[src/rtl/pad_group_arbiter.sv]
`default_nettype none
// ============================================================================
// Module      : pad_group_arbiter
// Description : Round-robin ownership arbiter that muxes one shared pad group
//               between requesters, with a dead-time turnaround between owners.
// Revision    : 1.0 - initial release
// ============================================================================
module pad_group_arbiter #(
  parameter int          N_REQ      = 4,
  parameter int          N_PADS     = 8,
  parameter int          TURNAROUND = 2,
  parameter logic [15:0] MAX_HOLD   = 16'd0
) (
  input  logic                        clk_i,
  input  logic                        rst_i,
  input  logic [N_REQ-1:0]            req_i,
  input  logic [N_REQ-1:0]            rel_i,
  input  logic [N_REQ*N_PADS-1:0]     req_out_i,
  input  logic [N_REQ*N_PADS-1:0]     req_oe_i,
  input  logic [N_PADS-1:0]           pad_in_i,
  output logic [N_REQ-1:0]            gnt_o,
  output logic [$clog2(N_REQ)-1:0]    owner_o,
  output logic                        owner_valid_o,
  output logic [N_PADS-1:0]           pad_out_o,
  output logic [N_PADS-1:0]           pad_oe_o,
  output logic [N_REQ*N_PADS-1:0]     req_in_o,
  output logic                        preempt_o
);

  localparam int         c_OW_W      = $clog2(N_REQ);
  localparam logic [3:0] c_TURN_LAST = 4'(TURNAROUND - 1);
  localparam logic [15:0] c_HOLD_LAST = MAX_HOLD - 16'd1;

  typedef enum logic [1:0] {
    S_IDLE  = 2'd0,
    S_OWNED = 2'd1,
    S_TURN  = 2'd2
  } state_t;

  state_t              r_state;
  logic [c_OW_W-1:0]   r_rr;
  logic [c_OW_W-1:0]   r_owner;
  logic [N_REQ-1:0]    r_gnt;
  logic                r_owner_valid;
  logic                r_preempt;
  logic [15:0]         r_hold;
  logic [3:0]          r_turn;

  logic                w_pick_valid;
  logic [c_OW_W-1:0]   w_pick;
  logic                w_voluntary;
  logic                w_forced;
  logic [c_OW_W-1:0]   w_next_rr;
  logic                w_active;

  // Scan from the farthest offset down so the nearest request at/after rr wins.
  always_comb begin
    w_pick_valid = 1'b0;
    w_pick       = '0;
    for (int i = N_REQ - 1; i >= 0; i--) begin
      if (req_i[(int'(r_rr) + i) % N_REQ]) begin
        w_pick_valid = 1'b1;
        w_pick       = c_OW_W'((int'(r_rr) + i) % N_REQ);
      end
    end
  end

  assign w_voluntary = rel_i[r_owner] | ~req_i[r_owner];
  assign w_forced    = (MAX_HOLD != 16'd0) && (r_hold == c_HOLD_LAST);
  assign w_next_rr   = (r_owner == c_OW_W'(N_REQ - 1)) ? '0 : r_owner + c_OW_W'(1);

  always_ff @(posedge clk_i) begin
    if (rst_i) begin
      r_state       <= S_IDLE;
      r_rr          <= '0;
      r_owner       <= '0;
      r_gnt         <= '0;
      r_owner_valid <= 1'b0;
      r_preempt     <= 1'b0;
      r_hold        <= '0;
      r_turn        <= '0;
    end else begin
      r_preempt <= 1'b0;
      case (r_state)
        S_IDLE: begin
          if (w_pick_valid) begin
            r_state       <= S_OWNED;
            r_owner       <= w_pick;
            r_gnt         <= N_REQ'(1) << w_pick;
            r_owner_valid <= 1'b1;
            r_hold        <= '0;
          end
        end
        S_OWNED: begin
          if (w_voluntary || w_forced) begin
            r_state       <= S_TURN;
            r_rr          <= w_next_rr;
            r_gnt         <= '0;
            r_owner_valid <= 1'b0;
            r_turn        <= '0;
            r_preempt     <= w_forced & ~w_voluntary;
          end else if (r_hold != 16'hFFFF) begin
            r_hold <= r_hold + 16'd1;
          end
        end
        S_TURN: begin
          if (r_turn == c_TURN_LAST) begin
            r_state <= S_IDLE;
          end else begin
            r_turn <= r_turn + 4'd1;
          end
        end
        default: r_state <= S_IDLE;
      endcase
    end
  end

  // Gate with reset so enables drop immediately, not one edge later.
  assign w_active = r_owner_valid & ~rst_i;

  assign gnt_o         = r_gnt;
  assign owner_o       = r_owner;
  assign owner_valid_o = r_owner_valid;
  assign preempt_o     = r_preempt;
  assign pad_out_o     = w_active ? req_out_i[r_owner*N_PADS +: N_PADS] : '0;
  assign pad_oe_o      = w_active ? req_oe_i[r_owner*N_PADS +: N_PADS] : '0;

  generate
    for (genvar k = 0; k < N_REQ; k++) begin : g_req_in
      assign req_in_o[k*N_PADS +: N_PADS] =
        (w_active && (r_owner == c_OW_W'(k))) ? pad_in_i : '0;
    end
  endgenerate

endmodule
`default_nettype wire

[config.mk]
export PLATFORM = sky130hd
export DESIGN_NAME = pad_group_arbiter
export DESIGN_NICKNAME = d
export VERILOG_FILES = /design/src/rtl/pad_group_arbiter.sv
export SDC_FILE = /design/constraint.sdc
export NUM_CORES = 1
export LEC_CHECK = 0
export CAP_MARGIN = 20
export CORE_ASPECT_RATIO = 0.7
export CORE_MARGIN = 3
export CORE_UTILIZATION = 32
export DETAILED_ROUTE_END_ITERATION = 12
export HOLD_SLACK_MARGIN = 0.12
export PLACE_DENSITY = 0.82
export SLEW_MARGIN = 0
export SYNTH_ARGS = -nofsm -noshare
export SYNTH_HDL_FRONTEND = slang
export SYNTH_SLANG_ARGS = --single-unit
[constraint.sdc]
create_clock -name clk_i -period 2.35 [get_ports clk_i]
set_input_delay 0.235 -clock clk_i [delete_from_list [all_inputs] [get_ports clk_i]]
set_output_delay 0.235 -clock clk_i [all_outputs]
set_load 0.01 [all_outputs]
==> impl_results.md <==
- HPWL after DPL: 4.85 mm
- R2R cell count: 5
- Min-Delay Endpoint: r_rr[0]
- Non-Filler Instances: 373
- Reg2reg start: owner_o[0]
- Initial core utilization: 0.347
- Relative slew slack: 0.522
- Worst vdd ir: 246 uV
- Synth unique cells: 42
- Root Driver: clkbuf_8
- First-pass GRT wire length: 9.22 mm
- Boundary Pins: 138
- Final total power: 1.14 mW
- Path type of the worst setup path: reg2out
- Reg clk slew, reported paths: 0.06 ns
- CTS tree: done
- DRT antenna net count: 0
- Total GRT Usage: 0.195
- WL/cell: 15.4 um
- Worst EP arrival: 1.96 ns
- Worst skew pair latency: 0.25 ns
- Startpoint Class: register
- Number of clock sinks: 15
- Status: complete, no violations
- FFs w/ async S/R, synth: 0
- Number of synthesized register bits: 15
- Worst slew pin tran: 0.708 ns
- Die footprint: 5830 um^2
- Crit-path max FO: 14
- CP endpoint kind: output port
- FP Rows: 20
- Leakage Power: 1.23 nW
- Detailed router's first-iteration violation count: 103
- Longest Clk Path Bufs: 2
- PwrDens: 371 nW/um^2
- Commonest non-fill, non-tap cell in the layout: clkdlybuf4s50_1
- Vias in the first global route: 1,804
- Final hold violation count: 0
- Mapped cell area: 1580 um^2
- Filler Cell Count: 392
- Post-CTS setup buffers: 0
- Layout cell share with drive strength beyond 1: 0.107
- Setup violations, final: 0
- Synth warnings: 0
- Grt ovf: 0
- Commonest cells after routing, fill and taps aside: clkdlybuf4s50_1, and3_1, and2_1
- DRC: 0
- Setup Skew: 0.00197 ns
- Highest Clock Rate: 0.455 GHz
- Post-Synthesis Cells: 171
- Port Buf Inserts: 136
- Hold path startpoint: r_rr[0]
- Via density per instance: 5.05
- Worst setup margin: 0.151 ns
- Die X: 90.0 um
- Placed cell count: 369
- Final worst-path cycle share: 0.936
- Core area: 4550 um^2
- R2r endpoint: r_rr[0]
- H-tree Lvls: 1
- Antenna Cells: 0
- Top cells by area, synth: mux4_2, dfxtp_1, and3_1
- RePlAce Congestion: 0.821
- Drt total wl: 5.74 mm
- Primary FF master, synth: dfxtp_1
- Antenna violations before repair: 0
- Setup TNS: 0 ns
- Fin. max-slew vios: 0
- Pre-antenna DRT Iters: 4
- Pin count of the biggest net entering global routing: 50
- Area share of the largest cell type after synthesis: 0.228
- Worst min path class: reg2reg
- Synthesis-to-finish area growth: 95.3%
- Setup slack, reg-to-reg: 0.37 ns
- Final Critical Period: 2.20 ns
- Max-Cap Viols: 0
- Die height: 64.8 um
- Number of synthesized flops with an enable pin: 0
- Worst hold path depth: 2
- Top cell type by total area after synthesis: mux4_2
- RSZ-0062 raised after global routing: false
- Syn avg cell area: 9.24 um^2
- Final nets: 396
- Place WS: 0.169 ns
- Vias: 1,882
- TritonCTS Buffers: 3
- Critical Path RT: 2.12 ns
- Syn Nets: 259
- Sequential share of the synthesized area: 0.190
==> how the worst max path moves through the flow <==
stage / from / to / slack (ns) / cells past startpoint
2_1_floorplan: owner_o[0] / r_rr[0] / 0.51 / 4
4_1_cts: owner_o[1] / req_in_o[28] / 0.01 / 4
3_3_place_gp: req_i[1] / r_rr[0] / 0.23 / 5
3_5_place_dp: req_i[1] / r_rr[0] / 0.17 / 5
5_1_grt: owner_o[0] / pad_out_o[6] / 0.02 / 4
6_report: owner_o[0] / pad_oe_o[7] / 0.15 / 4
==> state kept, by name, summed over array words and instances, names as in the netlist <==
name / cells
owner_valid_o: 1
r_state: 2
r_rr: 2
owner_o: 2
gnt_o: 4
r_turn: 4
==> layout make-up <==
cell class / count / area, um^2 / area share
clock buffers: 3 / 41.3 / 0.0134
clock inverters: 1 / 5.00 / 0.00162
inverters: 4 / 15.0 / 0.00486
multi-input cells: 140 / 1190 / 0.386
flip-flops and latches: 15 / 302 / 0.0977
well taps: 66 / 82.6 / 0.0268
repair buffers: 144 / 1450 / 0.470
==> metrics by stage <==
step	hold WS, ns	instance area (um^2)	utilization
4_1_cts	0.508	3080	0.677
3_5_place_dp	0.499	3040	0.666
3_3_place_gp	0.484	3040	0.666
2_1_floorplan	0.458	1580	-
5_1_grt	0.542	3090	0.678
6_report	0.514	3090	0.678
==> timing repair <==
| action | CTS | global route |
|---|---|---|
| gates resized for setup | 0 | 2 |
| endpoints found under the setup margin | 0 | 14 |
| hold buffers | 0 | 0 |
==> routing by layer <==
layer | vias up | wire length (um) | track usage
met1 | 855 | 2380 | 0.241
li1 | 927 | - | -
met5 | - | 0 | 0
met3 | 0 | 542 | 0.0545
met2 | 100 | 2820 | 0.357
met4 | 0 | 0 | 0.0115
==> Yosys cell counts, types with 2 or more instances <==
cell      instances
nand2b_1          4
inv_1             4
nand3b_1          4
mux4_2           16
nor2_1            6
nand2_1           5
and3_1           33
o32ai_1           4
or4_1             2
o21ai_0           4
buf_4             2
nor4_1            2
ha_1              6
and4bb_1          2
a21oi_1           9
dfxtp_1          15
and2_1           17
nor3_1            3
nor2b_1           5
clkbuf_1          6
==> cell families (layout without fill, tap and decap cells) <==
kind of cell	after synthesis	after routing	synth area share
compound gates	24	24	0.101
xor+xnor	2	2	0.0111
fa+ha+maj	6	6	0.0475
buf+inv	16	152	0.0578
flops	15	15	0.190
mux	16	16	0.228
other cells	1	1	0.00237
simple gates	91	91	0.363
==> critical path: stages, from the launching register on <==
cell and delay (ns):
dfxtp_1 0.34, buf_6 0.21, mux4_2 0.51, and2_1 0.16
clkdlybuf4s50_1 0.50
==> power by group <==
part	internal [mW]	leakage (nW)	switching, mW
clock	0.117	0.0255	0.0915
sequential	0.281	0.123	0.0281
combinational	0.386	1.08	0.240
(Power assumes the default switching activity.)
